$ cat config.mk
export PLATFORM = sky130hd
export DESIGN_NAME = instr_fetch
export DESIGN_NICKNAME = d
export VERILOG_FILES = /design/src/rtl/instr_fetch.sv
export SDC_FILE = /design/constraint.sdc
export NUM_CORES = 1
export LEC_CHECK = 0
export ABC_AREA = 1
export BUFFER_PORTS_ARGS = -buffer_cell sky130_fd_sc_hd__clkbuf_2
export CORE_ASPECT_RATIO = 0.5
export CORE_MARGIN = 8
export CORE_UTILIZATION = 40
export CTS_CLUSTER_SIZE = 16
export DETAILED_ROUTE_END_ITERATION = 10
export PLACE_DENSITY = 0.69
export SYNTH_ARGS = -nofsm -noshare
export SYNTH_HDL_FRONTEND = slang
export SYNTH_SLANG_ARGS = --single-unit
$ cat constraint.sdc
create_clock -name clk -period 3.2 [get_ports clk]
set_clock_uncertainty 0.2 [all_clocks]
set_input_delay 0.48 -clock clk [delete_from_list [all_inputs] [get_ports clk]]
set_output_delay 0.48 -clock clk [all_outputs]
set_load 0.05 [all_outputs]
$ cat src/rtl/instr_fetch.sv
// instr_fetch: single-stage instruction fetch with stall, redirect and optional halt-on-zero (FETCH_HALT_EN)
module instr_fetch #(
  parameter logic [31:0] RESET_PC = 32'h0000_0000
) (
  input  logic        clk,
  input  logic        rst_n,
  output logic [7:0]  imem_addr,
  input  logic [31:0] imem_data,
  input  logic        redirect_valid,
  input  logic [31:0] redirect_pc,
  input  logic        id_ready,
  output logic        if_valid,
  output logic [31:0] if_instr,
  output logic [31:0] if_pc,
  output logic        halted,
  output logic [15:0] fetch_count
);
  logic [31:0] pc_q, pc_d, instr_d, ipc_d;
  logic        valid_d, slot_free, run, halt_word;
  assign imem_addr = pc_q[9:2];
  assign slot_free = !if_valid || id_ready;
`ifdef FETCH_HALT_EN
  typedef enum logic {RUN, HALT} state_t;
  state_t state, state_d;
  assign run       = state == RUN;
  assign halted    = state == HALT;
  assign halt_word = imem_data == 32'h0;
  // state register; a zero word parks fetch until redirect or reset
  always_ff @(posedge clk or negedge rst_n)
    if (!rst_n) state <= RUN;
    else state <= state_d;
  // next state: redirect always resumes, a zero word captured in RUN halts
  always_comb begin
    state_d = state;
    if (redirect_valid) state_d = RUN;
    else if (run && slot_free && halt_word) state_d = HALT;
  end
`else
  assign run       = 1'b1;
  assign halted    = 1'b0;
  assign halt_word = 1'b0;
`endif
  // next fetch/output values: redirect beats stall, halt and sequential fetch
  always_comb begin
    pc_d    = pc_q;
    valid_d = if_valid;
    instr_d = if_instr;
    ipc_d   = if_pc;
    if (redirect_valid) begin
      pc_d    = redirect_pc & ~32'h3;
      valid_d = 1'b0;
    end else if (slot_free) begin
      valid_d = 1'b0;
      if (run && !halt_word) begin
        valid_d = 1'b1;
        instr_d = imem_data;
        ipc_d   = pc_q;
        pc_d    = pc_q + 32'd4;
      end
    end
  end
  // pc and output slot registers
  always_ff @(posedge clk or negedge rst_n)
    if (!rst_n) begin
      pc_q     <= RESET_PC;
      if_valid <= 1'b0;
      if_instr <= 32'h0;
      if_pc    <= 32'h0;
    end else begin
      pc_q     <= pc_d;
      if_valid <= valid_d;
      if_instr <= instr_d;
      if_pc    <= ipc_d;
    end
  // delivered-instruction counter, saturating; counts even when a redirect lands
  always_ff @(posedge clk or negedge rst_n)
    if (!rst_n) fetch_count <= 16'h0;
    else if (if_valid && id_ready && fetch_count != 16'hFFFF) fetch_count <= fetch_count + 16'd1;
endmodule
==> results of run 1 <==
repair_timing:
| action | CTS | global route |
|---|---|---|
| buffers inserted | 0 | 0 |
| endpoints found under the hold margin | 43 | 0 |
| hold buffers | 1 | 0 |
placed cells by master, fill, tap and decap left out, drive strengths merged, types with 3 or more instances in the layout:
cell type / count
nand4: 8
clkbuf: 160
dfrtp: 109
a22oi: 15
buf: 10
inv: 56
nand2: 250
xnor2: 6
nand3: 60
conb: 3
xor2: 9
o211ai: 4
nor2: 77
nor3: 5
o21ai: 44
metal layers:
metal	up-vias	wire length, µm	share of wire
met5	-	0	0
li1	2458	-	-
met4	0	134	0.0090
met3	9	820	0.055
met1	2278	6704	0.45
met2	107	7201	0.48
report_power, final:
part	leakage [nW]	internal, mW	switching, mW
registers	1.35	1.56	0.167
clock network	0.142	0.611	0.525
logic	1.89	0.282	0.923
kinds of logic (layout without fill, tap and decap cells):
group	Yosys count	after routing	synth area share
fa+ha+maj	2	2	0.004624
compound gates	68	68	0.07815
simple gates	403	403	0.3128
other cells	1	3	0.0006930
xor+xnor	15	15	0.02428
buf+inv	89	232	0.07538
flops	109	109	0.5040
area by class of cell:
| cell class | count | area, µm² | share of cell area |
|---|---|---|---|
| sequential | 109 | 2728 | 0.4130 |
| multi-input combinational | 491 | 2288 | 0.3465 |
| timing repair buffer | 162 | 865.8 | 0.1311 |
| clock buffer | 9 | 225.2 | 0.03410 |
| tap | 176 | 220.2 | 0.03334 |
| inverter | 54 | 205.2 | 0.03107 |
| clock inverter | 7 | 72.57 | 0.01099 |
final timing paths:
kind,start,to,depth (start not counted)
worst max-delay path,fetch_count[0]$_DFFE_PN0P_,fetch_count[13]$_DFFE_PN0P_,7
max in group asynchronous,rst_n,if_instr[3]$_DFFE_PN0P_,3
worst min-delay path,imem_data[8],if_instr[8]$_DFFE_PN0P_,3
min in group asynchronous,rst_n,if_instr[17]$_DFFE_PN0P_,2
worst max register to register,fetch_count[0]$_DFFE_PN0P_,fetch_count[13]$_DFFE_PN0P_,7
worst min register to register,if_instr[6]$_DFFE_PN0P_,if_instr[6]$_DFFE_PN0P_,2
worst max-delay path, stage by stage, from the launching register on:
cell and delay [ps]:
dfrtp_1 450, ha_1 240, nand3_2 120, nand2b_4 190, o21ai_4 420, inv_4 170
nand2_1 110, o21ai_2 50
sequential cells by signal, summed over array words and instances, names as in the netlist:
name         flops
fetch_count     16
if_instr        32
pc_q            30
if_pc           30
if_valid         1
==> reports/qor.txt, run 1 <==
outcome - completed
Mapped Cells - 687
first-pass GRT wire length - 24770 µm
DRT Wirelength - 14860 µm
DRT Pass-1 Iters - 4
WHS - 123.4 ps
final net count - 897
Filler Cell Count - 1328
fin util - 0.4943
Worst slew margin - 0.5325
fin area - 6605 µm²
DR WL/cell - 14.74 µm
worst path arrival time - 2090 ps
busiest layer in global routing - met2
CTS tree - done
final-report hold violation count - 0
final period utilization - 0.6457
Least-Margin Pin Slew - 701.3 ps
critical path required time - 3230 ps
fin. max-slew vios - 0
crit end category - register
Max Clock Freq - 483.9 MHz
CP max FO - 16
final setup fails - 0
clock sinks - 109
Avg Cell Area, Syn - 7.877 µm²
Worst Hold Class - input pin to register
count leader, synth - nand2_1
post-synth top area share - 0.5040
routed via count - 4852
vias in the first global route - 4780
IO Pins - 158
layout cell share with drive strength beyond 1 - 0.2404
IO buf count - 152
CP Launch Type - register
Primary FF master, synth - dfrtp_1
initial antenna violation count - 0
Non-Filler Instances - 1008
Die Height - 98.25 µm
Post-CTS Resized - 0
initial drt markers - 273
GRT met2 Usage - 0.2920
root buffer cell - clkbuf_16
Commonest cells post-synth - nand2_1 (245), dfrtp_1 (109), nor2_1 (69)
EDFF count, synth - 0
Worst Setup Slack post-DPL - 893.8 ps
H-tree depth - 3
M1 GR Usage - 0.2049
Die Wd - 180.5 µm
R2R Setup Slk - 1130 ps
Yosys cell types - 36
placed cells - 991
Die Area - 17730 µm²
RSZ-0062 raised after global routing - false
GRT Total Usage - 0.1688
Leakage - 3.381 nW
Area growth, synth to finish - 22.06%
ANT cells - 0
deepest clock path buffer count - 2
Core ar. - 13360 µm²
register bit total from synthesis - 109
DRC Markers - 0
Starting Density - 0.4050
global-route track usage on met3 - 0.05076
Post-DP Area - 6297 µm²
# rows - 30
largest area contributor in the netlist - dfrtp_1
via/cell ratio - 4.813
Worst-path clk slew - 80 ps
Placer Congestion - 0.8257
Final ANT Viol Nets - 0
clock buffer count from CTS - 9
sequential area share after synthesis - 0.5040
Overall Power - 4.067 mW
total gr overflow - 0
Worst VDD drop - 0.2423 mV
Max Cap Viol - 0
min cycle time layout - 2066 ps
slack of the critical path - 1134 ps
Area contributors post-synth - dfrtp_1 (50%), nand2_1 (17%), nand3_1 (5.5%)
Clock Latency Late Sink - 340 ps
largest net degree at the start of global routing - 62
Synth Cell Area - 5411 µm²
dpl hpwl - 11020 µm
critical path type - register to register
setup TNS - 0 ps
yosys warns - 0
Pwr Density - 615.7 nW/µm²
asr flop ratio synth - 1.000
(Power assumes the default switching activity.)
==> run 2, diff against run 1 <==
--- a/config.mk
+++ b/config.mk
@@ -5,14 +5,14 @@
 export SDC_FILE = /design/constraint.sdc
 export NUM_CORES = 1
 export LEC_CHECK = 0
-export ABC_AREA = 1
+export ABC_AREA = 0
 export BUFFER_PORTS_ARGS = -buffer_cell sky130_fd_sc_hd__clkbuf_2
 export CORE_ASPECT_RATIO = 0.5
 export CORE_MARGIN = 8
 export CORE_UTILIZATION = 40
 export CTS_CLUSTER_SIZE = 16
 export DETAILED_ROUTE_END_ITERATION = 10
-export PLACE_DENSITY = 0.69
+export PLACE_DENSITY = 0.7
 export SYNTH_ARGS = -nofsm -noshare
 export SYNTH_HDL_FRONTEND = slang
 export SYNTH_SLANG_ARGS = --single-unit
==> constraint.sdc (replaced) <==
create_clock -name clk -period 2.15 [get_ports clk]
set_clock_uncertainty 0.2 [all_clocks]
set_input_delay 0.3225 -clock clk [delete_from_list [all_inputs] [get_ports clk]]
set_output_delay 0.3225 -clock clk [all_outputs]
set_load 0.05 [all_outputs]
==> run 2 against run 1 <==
Against the previous run:
- the flow now finishes with violations (hold timing)
- non-clock buffer count is 43 higher
- via count shrank 17%
- utilization up 3.7 points
- critical path type unchanged
- die area shrank 5.2%
- clock power up 39%
- final cell count is 21% lower
- fmax rose by 3.6%
- final area increased by 0.91%
==> reports/qor.txt, run 2 <==
final period utilization - 0.9278 (+0.2820)
Area growth, synth to finish - 30.95%
Pwr Density - 919.2 nW/µm² (+49%)
worst path arrival time - 2050 ps (-40 ps)
final net count - 689 (-23%)
critical path type - register to register
EDFF count, synth - 0 (unchanged)
Avg Cell Area, Syn - 11.65 µm² (+48%)
commonest non-fill, non-tap cell in the layout - clkbuf_2
Worst Hold Class - input pin to register
GRT Total Usage - 0.1534 (-0.01541)
Placer Congestion - 0.7971 (-3.5%)
layout cell share with drive strength beyond 1 - 0.4247 (+0.1843)
CP Launch Type - register
Max Clock Freq - 501.3 MHz (+3.6%)
CP max stage delay - 560 ps (+110 ps)
failing checks - hold timing
Clock Latency Late Sink - 340 ps (about the same)
Worst VDD drop - 0.4754 mV (+96%)
clock buffer count from CTS - 9 (unchanged)
R2R Setup Slk - 160 ps (-980 ps)
Die Area - 16810 µm² (-5.2%)
Area contributors post-synth - dfrtp_1 (54%), mux2_2 (14%), nand4_1 (2.3%)
fin. max-slew vios - 0 (unchanged)
Post-CTS Resized - 0 (unchanged)
critical path required time - 2210 ps (-1020 ps)
setup TNS - 0 ps (unchanged)
final setup fails - 0 (unchanged)
total gr overflow - 0 (unchanged)
routed via count - 4046 (-17%)
H-tree depth - 3 (unchanged)
Commonest cells post-synth - dfrtp_1 (109), mux2_2 (63), nand2_1 (29)
WHS - -0.7692 ps (-124.2 ps)
DRT Wirelength - 12830 µm (-14%)
yosys warns - 0 (unchanged)
register bit total from synthesis - 109 (unchanged)
crit end category - register
Synth Cell Area - 5090 µm² (-5.9%)
biggest regs - if_instr (32), if_pc (30), pc_q (30)
Largest Register - if_instr
# rows - 29 (-3.3%)
Die Height - 95.77 µm (-2.5%)
outcome - finished, violations left
via/cell ratio - 5.096 (+5.9%)
Core ar. - 12550 µm² (-6.0%)
Yosys cell types - 42 (+17%)
Leakage - 2.990 nW (-12%)
max reg flops - 32 (unchanged)
Worst slew margin - 0.6170 (+0.08455)
Primary FF master, synth - dfrtp_1
DRT Pass-1 Iters - 4 (unchanged)
initial antenna violation count - 0 (unchanged)
Worst-path clk slew - 80 ps (about the same)
root buffer cell - clkbuf_16
crit path cell chain - and4_4 > nand3_4 > or4_1 > a31oi_1
first-pass GRT wire length - 20980 µm (-15%)
largest area contributor in the netlist - dfrtp_1
commonest non-fill, non-tap cells in the layout - clkbuf_2 (151), dfrtp_1 (109), mux2_2 (63), nand2_1 (29), buf_4 (26)
setup repair bufs after CTS - 0 (unchanged)
count leader, synth - dfrtp_1
initial drt markers - 216 (-21%)
Max Cap Viol - 0 (unchanged)
dpl hpwl - 9669 µm (-12%)
CP max FO - 32 (+16)
Mapped Cells - 437 (-36%)
IO Pins - 158 (unchanged)
Final ANT Viol Nets - 0 (unchanged)
ANT cells - 0 (unchanged)
clock sinks - 109 (unchanged)
largest net degree at the start of global routing - 55 (-11%)
placed cells - 753 (-24%)
post-synth top area share - 0.5359 (+0.03184)
deepest clock path buffer count - 2 (unchanged)
RSZ-0062 raised after global routing - false
Least-Margin Pin Slew - 573.3 ps (-128.0 ps)
Starting Density - 0.4054 (+0.0004590)
vias in the first global route - 4186 (-12%)
IO buf count - 152 (unchanged)
final-report hold violation count - 1 (+1)
DRC Markers - 0 (unchanged)
sequential area share after synthesis - 0.5359 (+0.03184)
Non-Filler Instances - 794 (-21%)
CP max-delay cell - or4_1
DR WL/cell - 16.16 µm (+9.6%)
asr flop ratio synth - 1.000 (unchanged)
Die Wd - 175.5 µm (-2.7%)
min cycle time layout - 1995 ps (-71.63 ps)
CTS tree - done
-- run 2: path summary, 6_finish.rpt --
| kind | from | endpoint | cells past startpoint |
|---|---|---|---|
| worst max-delay path | pc_q[11]$_DFFE_PN0N_ | pc_q[14]$_DFFE_PN0N_ | 4 |
| worst min-delay path | redirect_pc[5] | pc_q[5]$_DFFE_PN0N_ | 3 |
| worst max register to register | pc_q[11]$_DFFE_PN0N_ | pc_q[14]$_DFFE_PN0N_ | 4 |
| worst min register to register | fetch_count[10]$_DFFE_PN0P_ | fetch_count[10]$_DFFE_PN0P_ | 1 |
| max in group asynchronous | rst_n | if_instr[10]$_DFFE_PN0P_ | 3 |
| min in group asynchronous | rst_n | if_pc[7]$_DFFE_PN0P_ | 2 |
-- run 2: report_power, final --
| group | leakage, nW | switching, mW | total, mW | internal, mW |
|---|---|---|---|---|
| logic | 1.57 | 1.41 | 1.99 | 0.582 |
| registers | 1.29 | 0.209 | 2.55 | 2.34 |
| clock network | 0.130 | 0.755 | 1.59 | 0.831 |
| total | 2.99 | 2.37 | 6.13 | 3.75 |
-- run 2: final cells by class --
cell class | count | area [µm²]
Fill cell | 1108 | 5889
Sequential cell | 109 | 2728
Multi-Input combinational cell | 288 | 2156
Timing Repair Buffer | 205 | 1261
Clock buffer | 11 | 242.7
Tap cell | 170 | 212.7
Clock inverter | 5 | 42.54
Inverter | 6 | 22.52
-- run 2: cell families after synthesis --
family,count (synthesis),synth area share
AND/OR/NAND/NOR,140,0.1593
flip-flops,109,0.5359
multiplexers,64,0.1413
AO/OA/AOI/OAI,55,0.07301
buffers and inverters,42,0.04351
XOR/XNOR,24,0.04130
adder cells (fa/ha/maj),2,0.004916
other,1,0.0007368
-- run 2: stage by stage --
step / setup WS (ps) / utilization / power (mW) / instance area [µm²] / hold WS (ps)
finish: 155.3 / 0.5309 / 6.126 / 6665 / -0.7692
global route: 43.67 / 0.5309 / 6.429 / 6665 / 3.030
CTS: 155.7 / 0.5301 / 6.211 / 6655 / 0.3788
detailed placement: 79.46 / 0.4882 / 4.568 / 6130 / 13.72
global placement: 98.88 / 0.4882 / 4.518 / 6130 / 7.663
floorplan: 50.88 / - / 3.980 / 5097 / -173.1
-- run 2: layer usage --
| metal | up-vias | GRT usage | part of all wire |
|---|---|---|---|
| met5 | - | 0 | 0 |
| met2 | 86 | 0.2696 | 0.51 |
| li1 | 1957 | - | - |
| met3 | 20 | 0.04190 | 0.050 |
| met1 | 1983 | 0.1812 | 0.42 |
| met4 | 0 | 0.05676 | 0.018 |
-- run 2: worst max-delay path, delay by kind of cell, from the launching register on --
family,cells,cell delay (ps)
AOI/OAI and AO/OA,1,190
DFF,1,410
and+or+nand+nor,3,1090
-- run 2: timing repair --
action | 4_1_cts | 5_1_grt
hold buffers | 24 | 1
setup endpoints to repair | 0 | 0
hold endpoints to repair | 132 | 1
==> run 3, diff against run 2 <==
==> constraint.sdc (replaced) <==
create_clock -name clk -period 2.5 [get_ports clk]
set_clock_uncertainty 0.2 [all_clocks]
set_input_delay 0.375 -clock clk [delete_from_list [all_inputs] [get_ports clk]]
set_output_delay 0.375 -clock clk [all_outputs]
set_load 0.05 [all_outputs]
==> run 3 against run 2 <==
Against the previous run:
- the flow now finishes without violations
- sequential cell count did not move
- sequential power shrank 13%
- sequential share of layout area increased by 2.2 points
- routed wire length fell by 3.1%
- worst setup slack improved by 200 ps
- final cell count shrank 4.8%
- critical endpoint is now pc_q[26]$_DFFE_PN0N_
- highest routed layer unchanged
==> reports/qor.txt, run 3 (synthesis results as in run 2) <==
clock buffer count from CTS - 9 (unchanged)
DR WL/cell - 16.44 µm (+1.7%)
GRT Total Usage - 0.1497 (-0.003666)
Overall Power - 5.292 mW (-14%)
deepest clock path buffer count - 2 (unchanged)
cells on worst reg2reg path - 4 (unchanged)
dpl hpwl - 9357 µm (-3.2%)
root buffer cell - clkbuf_16
Leakage - 2.836 nW (-5.1%)
layout cell share with drive strength beyond 1 - 0.4300 (+0.005355)
worst r2r src - pc_q[5]$_DFFE_PN0N_
final setup fails - 0 (unchanged)
Worst slew margin - 0.6037 (-0.01326)
Post-CTS Resized - 0 (unchanged)
initial drt markers - 195 (-9.7%)
max reg flops - 32 (unchanged)
Max Clock Freq - 467.3 MHz (-6.8%)
DRT Wirelength - 12430 µm (-3.1%)
commonest non-fill, non-tap cell in the layout - clkbuf_2
ANT cells - 0 (unchanged)
Worst VDD drop - 0.3738 mV (-21%)
worst hold stages - 3 (unchanged)
Core ar. - 12550 µm² (unchanged)
biggest regs - if_instr (32), if_pc (30), pc_q (30)
setup TNS - 0 ps (unchanged)
FF-to-FF End - pc_q[26]$_DFFE_PN0N_
HP Start - redirect_pc[6]
largest net degree at the start of global routing - 56 (+1.8%)
fin. max-slew vios - 0 (unchanged)
Die Height - 95.77 µm (unchanged)
R2R Setup Slk - 360 ps (+200 ps)
DRT Pass-1 Iters - 4 (unchanged)
Area growth, synth to finish - 24.31%
Clock Latency Late Sink - 350 ps (about the same)
outcome - completed
RSZ-0062 raised after global routing - false
final period utilization - 0.8560 (-0.07175)
Worst Hold Class - input pin to register
CTS tree - done
final-report hold violation count - 0 (-1)
DRC Markers - 0 (unchanged)
WHS - 29.89 ps (+30.66 ps)
crit end category - register
Least-Margin Pin Slew - 593.2 ps (+19.84 ps)
final net count - 651 (-5.5%)
critical path type - register to register
worst path arrival time - 2190 ps (+140 ps)
CP max FO - 32 (unchanged)
Placer Congestion - 0.7939 (-0.40%)
H-tree depth - 3 (unchanged)
hold endpoint - pc_q[6]$_DFFE_PN0N_
Max Cap Viol - 0 (unchanged)
Die Wd - 175.5 µm (unchanged)
fin util - 0.5040 (-0.02691)
first-pass GRT wire length - 20430 µm (-2.6%)
Die Area - 16810 µm² (unchanged)
IO Pins - 158 (unchanged)
critical path required time - 2550 ps (+340 ps)
Filler Cell Count - 1162 (+4.9%)
Final ANT Viol Nets - 0 (unchanged)
via/cell ratio - 5.152 (+1.1%)
IO buf count - 152 (unchanged)
min cycle time layout - 2140 ps (+145.3 ps)
Worst-path clk slew - 80 ps (about the same)
Largest Register - if_instr
clock sinks - 109 (unchanged)
routed via count - 3895 (-3.7%)
CP Launch Type - register
Pwr Density - 836.4 nW/µm² (-9.0%)
total gr overflow - 0 (unchanged)
initial antenna violation count - 0 (unchanged)
commonest non-fill, non-tap cells in the layout - clkbuf_2 (151), dfrtp_1 (109), mux2_2 (63), nand2_1 (29), nand4_1 (19)
# rows - 29 (unchanged)
Starting Density - 0.4054 (unchanged)
vias in the first global route - 3986 (-4.8%)
## run 3: cell types whose count changed in the layout (fill, tap and decap cells not counted), sizes merged
| cell | change |
|---|---|
| dlygate4sd3 | -24 |
| buf | -14 |
| clkbuf | -2 |
| clkinv | +2 |
| clkinvlp | -2 |
| bufinv | +1 |
| inv | +1 |
## run 3: final cells by class
cell class	count	area (µm²)	share of cell area
clock buffer	9	225.2	0.03559
multi-input combinational	288	2156	0.3407
inverter	6	22.52	0.003559
sequential	109	2728	0.4311
clock inverter	7	80.08	0.01266
tap	170	212.7	0.03362
timing repair buffer	167	903.4	0.1428
## run 3: routing by layer
| layer | routed length, µm | GRT usage | vias to the layer above |
|---|---|---|---|
| met4 | 159 | 0.04415 | 0 |
| met3 | 634 | 0.04229 | 11 |
| met2 | 6471 | 0.2622 | 88 |
| met5 | 0 | 0 | - |
| met1 | 5161 | 0.1807 | 1918 |
| li1 | - | - | 1878 |
## run 3: critical path, cell delays in order, from the launching register on
cell and delay [ps]:
dfrtp_1 510, and4_4 300, nand3_4 270, or4_1 580, a31oi_1 190
## run 3: worst max-delay path by stage
stage / startpoint / end / slack, ps / depth (start not counted)
2_1_floorplan: fetch_count[7]$_DFFE_PN0P_ / fetch_count[1]$_DFFE_PN0P_ / 400 / 4
3_3_place_gp: pc_q[5]$_DFFE_PN0N_ / pc_q[31]$_DFFE_PN0N_ / 450 / 4
3_5_place_dp: pc_q[5]$_DFFE_PN0N_ / pc_q[31]$_DFFE_PN0N_ / 380 / 4
4_1_cts: pc_q[5]$_DFFE_PN0N_ / pc_q[26]$_DFFE_PN0N_ / 350 / 4
5_1_grt: pc_q[5]$_DFFE_PN0N_ / pc_q[31]$_DFFE_PN0N_ / 220 / 4
6_report: pc_q[5]$_DFFE_PN0N_ / pc_q[26]$_DFFE_PN0N_ / 360 / 4
## run 3: timing repair
item,CTS,global route
endpoints found under the hold margin,28,0
hold buffers,1,0
setup buffers,0,0
## run 3: where the power goes
group | total [mW] | switching (mW) | internal (mW)
Clock | 1.47 | 0.674 | 0.792
Sequential | 2.21 | 0.195 | 2.01
Combinational | 1.62 | 1.17 | 0.447
## run 3: metrics by stage
stage	worst slack, ps	instance area [µm²]	cells
floorplan	400.9	5097	439
global placement	451.6	6012	739
detailed placement	382.5	6012	739
CTS	353.6	6327	756
global route	217.8	6327	756
finish	359.9	6327	756
